[src/rtl/adder_pkg.sv]
// Shared types and helpers for the serial adder group: FSM encoding and
// the step-counter width calculation.
package adder_pkg;

  typedef logic [1:0] state_t;

  localparam state_t ST_IDLE = 2'd0;
  localparam state_t ST_RUN  = 2'd1;
  localparam state_t ST_DONE = 2'd2;

  // Counter width for a given number of steps; never narrower than one bit.
  function automatic int clog2(input int n);
    return ($clog2(n) < 1) ? 1 : $clog2(n);
  endfunction

endpackage

[src/rtl/ripple_adder.sv]
// Combinational CHUNK-bit ripple adder built from full-adder cells.
// Also exposes the carry into the top bit, used for signed overflow.
module ripple_adder #(
  parameter int CHUNK = 8
) (
  input  logic [CHUNK-1:0] a,
  input  logic [CHUNK-1:0] b,
  input  logic             c_in,
  output logic [CHUNK-1:0] sum,
  output logic             c_out,
  output logic             c_msb
);

  // The carry is a procedural variable so the chain is a straight ripple
  // with no self-referencing vector.
  always_comb begin : ripple
    logic c;
    c     = c_in;
    sum   = '0;
    c_msb = c_in;
    for (int i = 0; i < CHUNK; i++) begin
      c_msb  = c;
      sum[i] = a[i] ^ b[i] ^ c;
      c      = (a[i] & b[i]) | (c & (a[i] ^ b[i]));
    end
    c_out = c;
  end

endmodule

[src/rtl/serial_adder.sv]
// Multi-cycle adder/subtractor: processes CHUNK bits per clock, LS chunk
// first, with a registered carry between chunks.
module serial_adder
  import adder_pkg::*;
#(
  parameter int WIDTH = 32,
  parameter int CHUNK = 8
) (
  input  logic             clk,
  input  logic             reset,
  input  logic             start,
  input  logic             sub,
  input  logic [WIDTH-1:0] a,
  input  logic [WIDTH-1:0] b,
  input  logic             c_in,
  output logic             busy,
  output logic             done,
  output logic [WIDTH-1:0] s,
  output logic             c_out,
  output logic             v,
  output state_t           state_dbg
);

  localparam int STEPS = WIDTH / CHUNK;
  localparam int CNT_W = clog2(STEPS);
  localparam logic [CNT_W-1:0] LAST = CNT_W'(STEPS - 1);

  generate
    if (CHUNK < 1 || CHUNK > WIDTH) begin : g_bad_chunk
      $error("serial_adder: CHUNK must be in 1..WIDTH");
    end else if ((WIDTH % CHUNK) != 0) begin : g_bad_div
      $error("serial_adder: WIDTH must be a multiple of CHUNK");
    end
  endgenerate

  // Handshake: start is accepted on any edge where busy=0 (IDLE or DONE);
  // a, b, sub and c_in are captured on that edge and ignored afterwards.
  // done pulses for one cycle with s/c_out/v already valid; busy and done
  // are never high together.

  state_t           state_q;
  logic [WIDTH-1:0] a_q;
  logic [WIDTH-1:0] b_q;
  logic [WIDTH-1:0] acc_q;
  logic [WIDTH-1:0] acc_next;
  logic             carry_q;
  logic [CNT_W-1:0] step_q;

  logic [CHUNK-1:0] sum;
  logic             chunk_co;
  logic             chunk_cmsb;

  ripple_adder #(.CHUNK(CHUNK)) u_ripple (
    .a     (a_q[CHUNK-1:0]),
    .b     (b_q[CHUNK-1:0]),
    .c_in  (carry_q),
    .sum   (sum),
    .c_out (chunk_co),
    .c_msb (chunk_cmsb)
  );

  // The accumulator fills from the top so the last chunk lands in the MS bits.
  generate
    if (CHUNK == WIDTH) begin : g_single
      assign acc_next = sum;
    end else begin : g_multi
      assign acc_next = {sum, acc_q[WIDTH-1:CHUNK]};
    end
  endgenerate

  always_ff @(posedge clk) begin
    if (reset) begin
      state_q <= ST_IDLE;
      a_q     <= '0;
      b_q     <= '0;
      acc_q   <= '0;
      carry_q <= 1'b0;
      step_q  <= '0;
      busy    <= 1'b0;
      done    <= 1'b0;
      s       <= '0;
      c_out   <= 1'b0;
      v       <= 1'b0;
    end else begin
      done <= 1'b0;
      case (state_q)
        ST_IDLE, ST_DONE: begin
          if (start) begin
            a_q     <= a;
            b_q     <= sub ? ~b : b;
            carry_q <= sub ? 1'b1 : c_in;
            step_q  <= '0;
            state_q <= ST_RUN;
            busy    <= 1'b1;
          end else begin
            state_q <= ST_IDLE;
            busy    <= 1'b0;
          end
        end
        ST_RUN: begin
          a_q     <= a_q >> CHUNK;
          b_q     <= b_q >> CHUNK;
          carry_q <= chunk_co;
          acc_q   <= acc_next;
          step_q  <= step_q + 1'b1;
          if (step_q == LAST) begin
            state_q <= ST_DONE;
            busy    <= 1'b0;
            done    <= 1'b1;
            step_q  <= '0;
            s       <= acc_next;
            c_out   <= chunk_co;
            v       <= chunk_co ^ chunk_cmsb;
          end
        end
        default: begin
          state_q <= ST_IDLE;
          busy    <= 1'b0;
        end
      endcase
    end
  end

  assign state_dbg = state_q;

endmodule
[config.mk]
export PLATFORM = sky130hd
export DESIGN_NAME = serial_adder
export DESIGN_NICKNAME = d
export VERILOG_FILES = /design/src/rtl/adder_pkg.sv /design/src/rtl/ripple_adder.sv /design/src/rtl/serial_adder.sv
export SDC_FILE = /design/constraint.sdc
export NUM_CORES = 1
export LEC_CHECK = 0
export ABC_AREA = 0
export CAP_MARGIN = 5
export CORE_ASPECT_RATIO = 1.75
export CORE_MARGIN = 4
export CORE_UTILIZATION = 45
export CTS_BUF_LIST = sky130_fd_sc_hd__clkbuf_16
export DETAILED_ROUTE_END_ITERATION = 7
export PLACE_DENSITY = 0.71
export SYNTH_ARGS = -nofsm -noshare
export SYNTH_HDL_FRONTEND = slang
export SYNTH_SLANG_ARGS = --single-unit
[constraint.sdc]
create_clock -name clk -period 5.82 [get_ports clk]
set_input_delay 1.164 -clock clk [delete_from_list [all_inputs] [get_ports clk]]
set_output_delay 1.164 -clock clk [all_outputs]
set_load 0.01 [all_outputs]
# Word-level counts from Yosys, hierarchy flattened

Index checks and enable logic that the tools add are counted.

Add/sub/neg operators: 1
Equality and inequality tests: 5
Multiplexer cells: 18
Reduce and logical (&&, ||, !) cells: 6
Bitwise operators: 43

Operators with widths:

| kind                                                                   | count |
|---|---|
| 32-bit case mux with 2 select lines                                    | 2 |
| 32-bit two-way mux                                                     | 3 |
| 32-bit NOT                                                             | 1 |
| 1-bit bitwise XOR                                                      | 17 |
| 1-bit bitwise AND                                                      | 16 |
| 1-bit OR                                                               | 8 |
| 2-bit case mux with 2 select lines                                     | 2 |
| 1-bit two-way mux                                                      | 6 |
| 2-bit two-way mux                                                      | 3 |
| 2-bit equality test (second input constant)                            | 2 |
| 2-bit != test (second input constant)                                  | 2 |
| 1-bit case mux with 2 select lines                                     | 2 |
| 2-bit AND reduction                                                    | 2 |
| 2-bit OR reduction                                                     | 2 |
| 2-bit by 1-bit adder with 2-bit output (second input constant)         | 1 |
| 2-bit by 1-bit equality test with 1-bit output (second input constant) | 1 |
| 2-bit logical NOT                                                      | 1 |
| 2-bit nonzero test                                                     | 1 |
| 1-bit NOT                                                              | 1 |

Register bits after elaboration: 137
Output and inout bits: 38

# Depth between registers and ports, before layout

Gate-level depths: netlist of run 1.

Depth in word-level cells: 18
Gate-level depth with buffers: 14
Mapped depth without buffers: 14

# Hierarchy

Synthesis of run 1 repeated with hierarchy kept, for this count alone.

Cells, all modules: 626
Area total of the unflattened synthesis: 5283.8 µm²

By module, submodules not included:

| module       | area each (µm²) | sequential area each (µm²) | instances | cells an instance |
|---|---|---|---|---|
| serial_adder | 5086.1          | 2582.5                     | 1         | 608 |
| ripple_adder | 197.7           | 0.0                        | 1         | 18 |

# Worst setup path before layout of run 1

Ideal clock, no wire load.

Path type: register -> register
From: reg a_q[0]
To: reg s[31]
Clock period less this slack: 3.641 ns
Cell stages (with the launch flop): 13
Arrival time: 3.556 ns
Required time: 5.734 ns
Path buffers: 0
Slack: 2.179 ns
Cell sequence: dfxtp_1 -> fa_1 -> inv_1 -> fa_1 -> inv_1 -> fa_1 -> fa_1 -> fa_1 -> fa_1 -> fa_1 -> inv_1 -> fa_1 -> a211oi_1

Word-level cells in the longest chain between the ends: 16

RTL lines:

| item                   | line                | RTL |
|---|---|---|
| from (decl)            | serial_adder.sv:42  | `logic [WIDTH-1:0] a_q;` |
| from (signal assigned) | serial_adder.sv:101 | `a_q <= a_q >> CHUNK;` |
| 1-bit bitwise XOR      | ripple_adder.sv:24  | `c = (a[i] & b[i]) \| (c & (a[i] ^ b[i]));` |
| 1-bit bitwise AND      | ripple_adder.sv:24  |  |
| 1-bit OR (*)           | ripple_adder.sv:24  |  |
| 1-bit bitwise AND (*)  | ripple_adder.sv:24  |  |
| 1-bit OR (*)           | ripple_adder.sv:24  |  |
| 1-bit bitwise AND (*)  | ripple_adder.sv:24  |  |
| 1-bit OR (*)           | ripple_adder.sv:24  |  |
| 1-bit bitwise AND (*)  | ripple_adder.sv:24  |  |
| 1-bit OR (*)           | ripple_adder.sv:24  |  |
| 1-bit bitwise AND (*)  | ripple_adder.sv:24  |  |
| 1-bit OR (*)           | ripple_adder.sv:24  |  |
| 1-bit bitwise AND (*)  | ripple_adder.sv:24  |  |
| 1-bit OR (*)           | ripple_adder.sv:24  |  |
| 1-bit bitwise AND (*)  | ripple_adder.sv:24  |  |
| 1-bit OR (*)           | ripple_adder.sv:24  |  |
| 1-bit bitwise XOR (*)  | ripple_adder.sv:23  | `sum[i] = a[i] ^ b[i] ^ c;` |
| to (signal assigned)   | serial_adder.sv:111 | `s <= acc_next;` |
| to (decl)              | serial_adder.sv:18  | `output logic [WIDTH-1:0] s,` |

Mark *: on every way between the ends. The rest lies on a longest branch, timed or not.
A chain may end at the register's enable or synchronous reset.

# Final worst setup path of run 1

Ends and elaborated chain as after synthesis.

==> qor.csv, run 1 <==
stage,metric,value,unit
power,design_power_total,2.20,mW
setup_path,cp.depth,12,
synth,yosys_register_bits,129,
finish,nFillCells,1056,
finish,mostFrequentLayoutCell,sky130_fd_sc_hd__dfxtp_1,
min_path,worstHoldPathType,register to register,
synth,synthDominantCellAreaShare,48.9,%
setup_path,master_of_the_slowest_instance_on_the_critical_path,sky130_fd_sc_hd__fa_1,
clocking,cts-htree-levels,4,
setup_path,worst_setup_path_startpoint,a_q[0],
synth,mappedNetlistNets,697,
synth,synth.area.top_cells,"sky130_fd_sc_hd__dfxtp_1 (49%), sky130_fd_sc_hd__a21oi_1 (11%), sky130_fd_sc_hd__nand2_1 (8.7%), sky130_fd_sc_hd__a22oi_1 (6.8%), sky130_fd_sc_hd__nand3_1 (6.3%)",
global_route,global_route.overflow_total,0,
routing,drt_iter0_markers,265,
floorplan,placement_rows,52,
setup_path,r2r_cells,12,
clocking,cts_sink_count,129,
clocking,worstSkewPairLatency,0.41,ns
floorplan,chipWidth,89.9,µm
placement,gp_congestion,0.800,
synth,synth_warnings,0,
floorplan,core_area,11500,µm²
setup_path,worstSetupEndpoint,s[31],
clocking,ctsRootBufferMaster,sky130_fd_sc_hd__clkbuf_16,
synth,postSynthCellCount,619,
sta,clock.fmax,0.256,GHz
sta,tightestPinTransition,0.992,ns
placement,detailed_place_hpwl,7980,µm
finish,antenna-diode-count,0,
finish,final_core_utilization,59.4,%
setup_path,critical-path-max-stage-delay,0.45,ns
global_route,grt_use_total,17.8,%
setup_path,worstPathArrival,4.22,ns
sta,setup_viol,0,
setup_path,crit-reg2reg-capture,s[31],
global_route,grt_start_max_net_pins,92,
placement,number_of_instances_in_the_placed_design,807,
routing,post_drt_via_cell_ratio,5.44,
floorplan,start_util,45.9,%
floorplan,io_pins,107,
power,ir_drop,225,µV
global_route,number_of_antenna_violations_at_the_first_check_in_global_routing,0,
sta,timing.final.ws_setup,1.92,ns
sta,period_share,67.0,%
finish,commonest_non_fill_non_tap_cells_in_the_layout,"sky130_fd_sc_hd__dfxtp_1 (129), sky130_fd_sc_hd__nand2_1 (123), sky130_fd_sc_hd__a21oi_1 (120)",
synth,avgSynthCellArea,8.54,µm²
sta,worst_rel_slew_slack,33.8,%
placement,worst_slack_at_placement,1.96,ns
clocking,longest_clk_path_bufs,2,
power,leakage,2.40,nW
setup_path,worstSetupStartpointType,register,
floorplan,die-area,13600,µm²
finish,num-nets-final,769,
routing,drt_first_pass_iters,5,
setup_path,setup.worst_path.class,register to register,
sta,hold_viol_final,0,
sta,finalMaxSlewViolations,0,
setup_path,critPathMostFrequentCell,sky130_fd_sc_hd__fa_1,
clocking,tritoncts,yes,
clocking,clkTransAtPathRegs,0.05,ns
sta,skew,0.00733,ns
synth,synth.yosys.seq_area_share,48.9,%
setup_path,critPathCaptureType,register,
setup_path,timing.critical_path.cells,fa_1 > inv_1 > fa_1 > inv_1 > fa_1 > fa_1 > fa_1 > fa_1 > fa_1 > inv_1 > fa_1 > a211oi_1,
finish,growth_of_design_area_from_synthesis_to_finish,29.6,%
setup_path,worst-path-max-fanout,2,
setup_path,critical_path_required,6.14,ns
setup_path,regToRegSetupSlack,1.92,ns
routing,route.detailed.drc,0,
finish,final_cells,839,
setup_path,path_delay_family,adder cells,
clocking,cts.repair.resized,0,
power,power-per-cell-area,322,nW/µm²
placement,buffer_ports.inserted,106,
clocking,cts-hold-fix-buffers,0,
synth,syn-cell-area,5280,µm²
synth,yosys.area.top_type,sky130_fd_sc_hd__dfxtp_1,
floorplan,die_height,151,µm
global_route,first_global_vias,4400,
synth,yosysUniqueCellTypes,26,
clocking,postCtsSetupRepairBufs,0,
clocking,tritoncts.num_buffers,17,
setup_path,crit-reg2reg-launch,a_q[0],
routing,wire_per_inst,14.7,µm
routing,ant_nets,0,
setup_path,path_buf_inv,3,
min_path,hold_path_depth,2,
status,outcome,completed,
job,maxCapViolations,0,
finish,drive_gt1_share,5.54,%
sta,hold_ws,0.451,ns
sta,setup_tns,0,ns
routing,detailroute.via_count,4562,
global_route,grt_pass1_wl,19700,µm
sta,min_period,3.90,ns
routing,drt_wl_total,12300,µm
placement,detailed_place.area,6270,µm²
sta,grt_setup_unrepaired,no,
finish,finish.instance_area,6850,µm²
layer usage:
layer  GRT usage [%]  part of all wire (%)  vias to the layer above
met5               0                     0                        -
met4            8.21                   2.2                        0
met3            4.37                   5.0                       27
met2            33.0                    54                      146
met1            19.1                    38                     2126
li1                -                     -                     2263
cells in the mapped netlist:
| cell type | instances |
|---|---|
| sky130_fd_sc_hd__nor2b_1 | 1 |
| sky130_fd_sc_hd__buf_6 | 1 |
| sky130_fd_sc_hd__and2b_4 | 1 |
| sky130_fd_sc_hd__o22a_1 | 1 |
| sky130_fd_sc_hd__a211oi_1 | 3 |
| sky130_fd_sc_hd__a31oi_1 | 1 |
| sky130_fd_sc_hd__a211oi_2 | 2 |
| sky130_fd_sc_hd__o21a_1 | 1 |
| sky130_fd_sc_hd__a21oi_1 | 120 |
| sky130_fd_sc_hd__nor2_1 | 10 |
| sky130_fd_sc_hd__nand3b_1 | 2 |
| sky130_fd_sc_hd__dfxtp_1 | 129 |
| sky130_fd_sc_hd__nand2b_1 | 2 |
| sky130_fd_sc_hd__buf_2 | 35 |
| sky130_fd_sc_hd__buf_4 | 6 |
| sky130_fd_sc_hd__and3b_1 | 1 |
| sky130_fd_sc_hd__inv_1 | 7 |
| sky130_fd_sc_hd__ha_1 | 1 |
| sky130_fd_sc_hd__clkbuf_1 | 16 |
| sky130_fd_sc_hd__fa_1 | 8 |
| sky130_fd_sc_hd__nor4b_1 | 1 |
| sky130_fd_sc_hd__nand3_1 | 66 |
| sky130_fd_sc_hd__a22oi_1 | 48 |
| sky130_fd_sc_hd__xnor2_1 | 1 |
| sky130_fd_sc_hd__xor2_1 | 32 |
| sky130_fd_sc_hd__nand2_1 | 123 |
flip-flops by register name (all words and copies together), names as in the netlist, 2 cells and up:
name	count
acc_q	24
s	32
step_q	2
state_dbg	2
a_q	32
b_q	32
layout make-up:
cell class	instances	area [µm²]	share of cell area, %
clock buffers	17	425	6.21
clock inverters	15	150	2.19
inverters	7	26.3	0.384
multi-input cells	425	2400	35.1
flip-flops and latches	129	2580	37.7
well taps	135	169	2.47
repair buffers	111	1090	15.9
tightest hold or removal path, stage by stage, from the launching register on:
cell                      delay [ns]
sky130_fd_sc_hd__dfxtp_1        0.30
sky130_fd_sc_hd__nand2_1        0.05
sky130_fd_sc_hd__a21oi_1        0.05
how the worst min path moves through the flow:
stage | slack, ns | startpoint | to
global route | 0.47 | acc_q[12] | s[4]
CTS | 0.45 | acc_q[10] | s[2]
detailed placement | 0.45 | acc_q[10] | s[2]
finish | 0.45 | s[2] | s[2]
floorplan | 0.43 | acc_q[8] | s[0]
global placement | 0.44 | s[2] | s[2]
power breakdown:
group          internal, mW  switching [mW]
Clock                 0.660           0.363
Sequential            0.925          0.0264
Combinational        0.0991           0.127
Total                  1.68           0.517
cells by family after synthesis:
family | synth area share, %
and+or+nand+nor | 16.9
AOI/OAI and AO/OA | 19.5
DFF | 48.9
buffers and inverters | 6.01
xor gates and xnor gates | 5.47
adders and majority gates | 3.27
Power figures use the tool's default switching activity.
==> run 2: changes to the inputs <==
--- a/config.mk
+++ b/config.mk
@@ -12,7 +12,7 @@
 export CORE_UTILIZATION = 45
 export CTS_BUF_LIST = sky130_fd_sc_hd__clkbuf_16
 export DETAILED_ROUTE_END_ITERATION = 7
-export PLACE_DENSITY = 0.71
+export PLACE_DENSITY = 0.74
 export SYNTH_ARGS = -nofsm -noshare
 export SYNTH_HDL_FRONTEND = slang
 export SYNTH_SLANG_ARGS = --single-unit
==> constraint.sdc (replaced) <==
create_clock -name clk -period 3.1 [get_ports clk]
set_input_delay 0.62 -clock clk [delete_from_list [all_inputs] [get_ports clk]]
set_output_delay 0.62 -clock clk [all_outputs]
set_load 0.01 [all_outputs]
==> run 2 against run 1 <==
Net effect:
- critical path type unchanged
- worst setup slack got worse by 2.4 ns
- routed wire length increased by 0.24%
- flip-flop and latch count unchanged
- clock skew decreased by 0.0014 ns
- utilization increased by 0.50 points
- critical path depth unchanged
- via count decreased by 0.53%
- sequential share of layout area decreased by 0.30 points
- die area unchanged
- the flow now finishes with violations (setup timing)
- non-clock buffer count increased by 7
- global-route usage increased by 0.25 points
- largest power group is now registers
- clock power increased by 68%
==> qor.csv, run 2 (synthesis gave the netlist of run 1 again) <==
stage,metric,value,unit,change
routing,route.detailed.drc,0,,unchanged
setup_path,critical_path_required,3.42,ns,-2.72 ns
finish,area_used_by_multi_input_combinational_logic,2430,µm²,+1.4%
floorplan,core_area,11500,µm²,unchanged
power,power-per-cell-area,571,nW/µm²,+78%
routing,wire_per_inst,14.7,µm,-0.24%
sta,finalMaxSlewViolations,0,,unchanged
finish,mostFrequentLayoutCell,sky130_fd_sc_hd__dfxtp_1,,
clocking,longest_clk_path_bufs,2,,unchanged
global_route,grt_use_total,18.1,%,+0.25 points
clocking,tritoncts,yes,,
clocking,cts-htree-levels,4,,unchanged
finish,drive_gt1_share,8.19,%,+2.7 points
sta,tightestPinTransition,0.968,ns,-0.0241 ns
finish,final_core_utilization,59.9,%,+0.50 points
routing,ant_nets,0,,unchanged
setup_path,critPathCaptureType,register,,
clocking,worstSkewPairLatency,0.41,ns,about the same
clocking,ctsRootBufferMaster,sky130_fd_sc_hd__clkbuf_16,,
routing,detailroute.via_count,4538,,-0.53%
global_route,first_global_vias,4352,,-1.1%
status,outcome,"complete, but fails checks",,
clocking,cts_sink_count,129,,unchanged
sta,min_period,3.57,ns,-0.328 ns
global_route,grt_pass1_wl,19800,µm,+0.28%
routing,drt_wl_total,12400,µm,+0.24%
sta,timing.final.ws_setup,-0.474,ns,-2.39 ns
power,design_power_total,3.94,mW,+79%
setup_path,worstSetupStartpointType,register,,
clocking,tritoncts.num_buffers,17,,unchanged
floorplan,start_util,45.9,%,unchanged
sta,clock.fmax,0.280,GHz,+9.2%
min_path,worstHoldPathType,register to register,,
power,ir_drop,427,µV,+90%
routing,post_drt_via_cell_ratio,5.38,,-1.0%
finish,growth_of_design_area_from_synthesis_to_finish,30.6,%,
sta,skew,0.00589,ns,-0.00144 ns
sta,hold_ws,0.451,ns,+0.000486 ns
finish,commonest_non_fill_non_tap_cells_in_the_layout,"sky130_fd_sc_hd__dfxtp_1 (128), sky130_fd_sc_hd__nand2_1 (123), sky130_fd_sc_hd__a21oi_1 (118)",,
finish,antenna-diode-count,0,,unchanged
floorplan,io_pins,107,,unchanged
placement,gp_congestion,0.810,,+1.2%
floorplan,die_height,151,µm,unchanged
job,maxCapViolations,0,,unchanged
sta,hold_viol_final,0,,unchanged
floorplan,placement_rows,52,,unchanged
status,violations_in_the_final_reports,setup timing,,
global_route,number_of_antenna_violations_at_the_first_check_in_global_routing,0,,unchanged
setup_path,setup.worst_path.class,register to register,,
sta,worst_rel_slew_slack,35.5,%,+1.6 points
setup_path,worstPathArrival,3.89,ns,-0.33 ns
clocking,cts-hold-fix-buffers,0,,unchanged
floorplan,chipWidth,89.9,µm,unchanged
routing,drt_iter0_markers,215,,-19%
power,leakage,2.41,nW,+0.73%
finish,layout.area.seq,2580,µm²,about the same
finish,num-nets-final,776,,+0.91%
finish,nFillCells,1019,,-3.5%
routing,drt_first_pass_iters,5,,unchanged
sta,period_share,115,%,+48 points
placement,worst_slack_at_placement,-0.456,ns,-2.42 ns
setup_path,worst-path-max-fanout,2,,unchanged
global_route,global_route.overflow_total,0,,unchanged
clocking,clkTransAtPathRegs,0.05,ns,about the same
finish,top_regs,"a_q x32, b_q x32, s x32",,
sta,grt_setup_unrepaired,yes,,
placement,detailed_place_hpwl,8290,µm,+4.0%
floorplan,die-area,13600,µm²,unchanged
sta,setup_viol,7,,+7
global_route,grt_start_max_net_pins,92,,unchanged
placement,buffer_ports.inserted,106,,unchanged
run 2: metrics by stage:
stage	instance area [µm²]	setup TNS (ns)	cells
2_1_floorplan	5300	-0.908	619
3_3_place_gp	6370	-1.45	813
3_5_place_dp	6370	-1.86	813
4_1_cts	6890	-1.92	842
5_1_grt	6900	-2.68	843
6_report	6900	-2.04	843
run 2: per-layer routing:
metal / global-route usage, % / wire (µm) / up-vias
met3: 4.57 / 587 / 17
li1: - / - / 2279
met2: 34.1 / 6850 / 124
met1: 18.8 / 4690 / 2118
met4: 8.28 / 234 / 0
met5: 0 / 0 / -
run 2: timing repair:
action | 4_1_cts | 5_1_grt
setup buffers | 0 | 2
pin swaps | 2 | 1
setup endpoints to repair | 7 | 7
gates resized for setup | 4 | 3
run 2: final cells by class:
class,instances,area share (%)
Tap cell,135,2.45
Inverter,7,0.381
Sequential cell,129,37.4
Multi-Input combinational cell,425,35.3
Clock buffer,17,6.16
Clock inverter,12,1.16
Timing Repair Buffer,118,17.2
run 2: final timing paths:
check / start / end / slack [ns] / cells after the start
setup reg to reg: a_q[0] / acc_q[31] / -0.47 / 12
hold reg to reg: s[20] / s[20] / 0.45 / 2
hold / removal: s[20] / s[20] / 0.45 / 2
setup / recovery: a_q[0] / acc_q[31] / -0.47 / 12
run 2: critical path, stage by stage (launching register included):
cell and delay [ns]:
sky130_fd_sc_hd__dfxtp_2 0.33, sky130_fd_sc_hd__fa_2 0.38, sky130_fd_sc_hd__inv_2 0.06, sky130_fd_sc_hd__fa_2 0.18, sky130_fd_sc_hd__inv_2 0.04, sky130_fd_sc_hd__fa_2 0.33
sky130_fd_sc_hd__fa_2 0.35, sky130_fd_sc_hd__fa_2 0.35, sky130_fd_sc_hd__fa_2 0.37, sky130_fd_sc_hd__fa_2 0.38, sky130_fd_sc_hd__inv_2 0.07, sky130_fd_sc_hd__fa_2 0.44
sky130_fd_sc_hd__a211oi_2 0.21
run 2: power breakdown:
| part | switching (mW) | internal, mW | total [mW] | leakage [nW] |
|---|---|---|---|---|
| Combinational | 0.242 | 0.201 | 0.444 | 1.11 |
| Clock | 0.651 | 1.06 | 1.71 | 0.256 |
| Sequential | 0.0502 | 1.74 | 1.79 | 1.05 |
==> run 3: changes to the inputs <==
--- a/config.mk
+++ b/config.mk
@@ -9,10 +9,10 @@
 export CAP_MARGIN = 5
 export CORE_ASPECT_RATIO = 1.75
 export CORE_MARGIN = 4
-export CORE_UTILIZATION = 45
+export CORE_UTILIZATION = 46
 export CTS_BUF_LIST = sky130_fd_sc_hd__clkbuf_16
 export DETAILED_ROUTE_END_ITERATION = 7
-export PLACE_DENSITY = 0.74
+export PLACE_DENSITY = 0.76
 export SYNTH_ARGS = -nofsm -noshare
 export SYNTH_HDL_FRONTEND = slang
 export SYNTH_SLANG_ARGS = --single-unit
==> run 3 against run 2 <==
Net effect:
- the run still ends with setup timing left
- clock power grew 17%
- register-to-register slack worse by 0.02 ns
- cell count down 0.24%
- largest power group is now clock
- critical path depth unchanged
- sequential power barely moved
- worst setup slack worse by 0.020 ns
- final area is 1.2% higher
- utilization up 2.6 points
- flip-flop and latch count stayed put
- combinational power hardly changed
- sequential share of layout area down 0.44 points
- largest cell class unchanged
==> qor.csv, run 3 (synthesis gave the netlist of run 1 again) <==
stage,metric,value,unit,change
power,power.switching_fraction,23.0,%,-0.89 points
routing,drt_first_pass_iters,5,,unchanged
finish,commonest_non_fill_non_tap_cells_in_the_layout,"sky130_fd_sc_hd__dfxtp_1 (128), sky130_fd_sc_hd__nand2_1 (122), sky130_fd_sc_hd__a21oi_1 (117)",,
sta,hold_viol_final,0,,unchanged
clocking,clkTransAtPathRegs,0.05,ns,about the same
setup_path,critPathCaptureType,register,,
setup_path,worstSetupEndpoint,s[31],,
placement,worst_slack_at_placement,-0.519,ns,-0.0630 ns
floorplan,die-area,13300,µm²,-2.0%
finish,antenna-diode-count,0,,unchanged
routing,ant_nets,0,,unchanged
sta,worst_rel_slew_slack,35.5,%,+0.068 points
power,share_seq_of_total_power,42.2,%,-3.1 points
placement,detailed_place_hpwl,8210,µm,-1.1%
sta,setup_tns,-2.17,ns,-0.135 ns
sta,period_share,116,%,+0.63 points
sta,setup_viol,7,,unchanged
routing,route.detailed.drc,0,,unchanged
power,net-switching-power,0.977,mW,+3.5%
global_route,number_of_antenna_violations_at_the_first_check_in_global_routing,0,,unchanged
setup_path,worst-path-max-fanout,2,,unchanged
power,ir_drop,441,µV,+3.2%
min_path,timing.hold.worst.start,s[1],,
routing,detailroute.via_count,4620,,+1.8%
setup_path,worstPathArrival,3.91,ns,+0.02 ns
clocking,cts_sink_count,129,,unchanged
clocking,cts-htree-levels,4,,unchanged
sta,clock.fmax,0.278,GHz,-0.54%
finish,nFillCells,974,,-4.4%
setup_path,crit-reg2reg-capture,s[31],,
sta,skew,0.00804,ns,+0.00216 ns
setup_path,r2r_cells,12,,unchanged
global_route,first_global_vias,4432,,+1.8%
routing,drt_iter0_markers,257,,+20%
power,combinationalPowerShare,10.5,%,-0.8 points
setup_path,critical_path_required,3.42,ns,about the same
global_route,grt_start_max_net_pins,92,,unchanged
clocking,worstSkewPairLatency,0.41,ns,about the same
sta,timing.final.ws_setup,-0.494,ns,-0.0196 ns
status,violations_in_the_final_reports,setup timing,,
finish,num-nets-final,774,,-0.26%
clocking,cts-hold-fix-buffers,0,,unchanged
placement,gp_congestion,0.796,,-1.8%
floorplan,io_pins,107,,unchanged
clocking,ctsRootBufferMaster,sky130_fd_sc_hd__clkbuf_16,,
power,internal_power,3.26,mW,+8.7%
power,power-per-cell-area,607,nW/µm²,+6.2%
floorplan,placement_rows,51,,-1.9%
finish,top_regs,"a_q x32, b_q x32, s x32",,
clocking,longest_clk_path_bufs,2,,unchanged
global_route,grt_pass1_wl,20100,µm,+1.5%
floorplan,chipWidth,89.0,µm,-1.0%
clocking,tritoncts,yes,,
sta,tightestPinTransition,0.967,ns,-0.00102 ns
routing,wire_per_inst,15.0,µm,+2.5%
floorplan,die_height,150,µm,-1.0%
status,outcome,"complete, but fails checks",,
job,maxCapViolations,0,,unchanged
placement,buffer_ports.inserted,106,,unchanged
global_route,global_route.overflow_total,0,,unchanged
global_route,grt_use_total,19.2,%,+1.1 points
finish,drive_gt1_share,8.74,%,+0.55 points
floorplan,core_area,11200,µm²,-3.0%
setup_path,regToRegSetupSlack,-0.49,ns,-0.02 ns
sta,grt_setup_unrepaired,yes,,
routing,post_drt_via_cell_ratio,5.49,,+2.0%
power,pwr-share-clk,47.3,%,+3.9 points
power,leakage,2.44,nW,+1.2%
floorplan,start_util,47.3,%,+1.4 points
setup_path,worst_setup_path_startpoint,a_q[0],,
routing,drt_wl_total,12600,µm,+2.2%
setup_path,setup.worst_path.class,register to register,,
finish,growth_of_design_area_from_synthesis_to_finish,32.2,%,
finish,mostFrequentLayoutCell,sky130_fd_sc_hd__dfxtp_1,,
setup_path,crit-reg2reg-launch,a_q[0],,
sta,finalMaxSlewViolations,0,,unchanged
finish,final_core_utilization,62.5,%,+2.6 points
sta,min_period,3.59,ns,+0.0196 ns
min_path,worstHoldPathType,register to register,,
clocking,tritoncts.num_buffers,17,,unchanged
setup_path,worstSetupStartpointType,register,,
## run 3: cell count changes in the layout (fill, tap and decap cells not counted)
| cell | change |
|---|---|
| sky130_fd_sc_hd__a21oi_1 | -1 |
| sky130_fd_sc_hd__nand2_1 | -1 |
| sky130_fd_sc_hd__nand2_2 | +1 |
| sky130_fd_sc_hd__inv_1 | -1 |
| sky130_fd_sc_hd__buf_4 | -2 |
| sky130_fd_sc_hd__bufinv_16 | +3 |
| sky130_fd_sc_hd__a21oi_2 | +1 |
| sky130_fd_sc_hd__clkinvlp_4 | +1 |
## run 3: worst max-delay path, cell delays in order, from the launching register on
cell,delay (ns)
sky130_fd_sc_hd__dfxtp_2,0.33
sky130_fd_sc_hd__fa_2,0.39
sky130_fd_sc_hd__inv_2,0.06
sky130_fd_sc_hd__fa_2,0.18
sky130_fd_sc_hd__inv_2,0.04
sky130_fd_sc_hd__fa_2,0.33
sky130_fd_sc_hd__fa_2,0.36
sky130_fd_sc_hd__fa_2,0.35
sky130_fd_sc_hd__fa_2,0.36
sky130_fd_sc_hd__fa_2,0.36
sky130_fd_sc_hd__inv_2,0.07
sky130_fd_sc_hd__fa_2,0.46
sky130_fd_sc_hd__a211oi_2,0.21
## run 3: how the worst min path moves through the flow
stage / endpoint / slack, ns / cells past startpoint
3_3_place_gp: s[3] / 0.44 / 2
2_1_floorplan: s[0] / 0.43 / 2
3_5_place_dp: s[7] / 0.45 / 2
5_1_grt: s[11] / 0.47 / 2
6_report: s[1] / 0.45 / 2
4_1_cts: s[1] / 0.45 / 2
## run 3: power by group through the flow
stage               clock [mW]  sequential [mW]  combinational [mW]
floorplan                    0             1.81               0.285
global placement             0             1.82               0.428
detailed placement           0             1.82               0.439
CTS                       2.03             1.79               0.444
global route              2.10             1.80               0.490
finish                    2.00             1.79               0.447
## run 3: cell type report
class | instances | area [µm²] | share of cell area [%]
inverter | 7 | 26.3 | 0.376
tap | 132 | 165 | 2.36
clock inverter | 15 | 174 | 2.49
timing repair buffer | 116 | 1170 | 16.8
multi-input combinational | 425 | 2440 | 34.9
sequential | 129 | 2580 | 37.0
clock buffer | 17 | 425 | 6.09
## run 3: metrics by stage
| stage | instance area, µm² | hold WS [ns] | power, mW | instances |
|---|---|---|---|---|
| 5_1_grt | 6980 | 0.475 | 4.39 | 841 |
| 6_report | 6980 | 0.451 | 4.24 | 841 |
| 2_1_floorplan | 5300 | 0.432 | 2.09 | 619 |
| 3_3_place_gp | 6360 | 0.439 | 2.25 | 809 |
| 4_1_cts | 6970 | 0.453 | 4.26 | 841 |
| 3_5_place_dp | 6360 | 0.446 | 2.26 | 809 |
## run 3: routing by layer
layer	up-vias	GRT usage, %	part of all wire, %
li1	2275	-	-
met1	2142	20.8	37
met2	176	34.2	54
met3	27	4.96	6.1
met4	0	8.20	3.3
met5	-	0	0
## run 3: what timing repair did
| item | 4_1_cts | 5_1_grt |
|---|---|---|
| resized for setup | 5 | 3 |
| setup endpoints to repair | 7 | 7 |
| endpoints found under the hold margin | 0 | 0 |
| pin swaps | 3 | 1 |
| setup buffers | 0 | 0 |
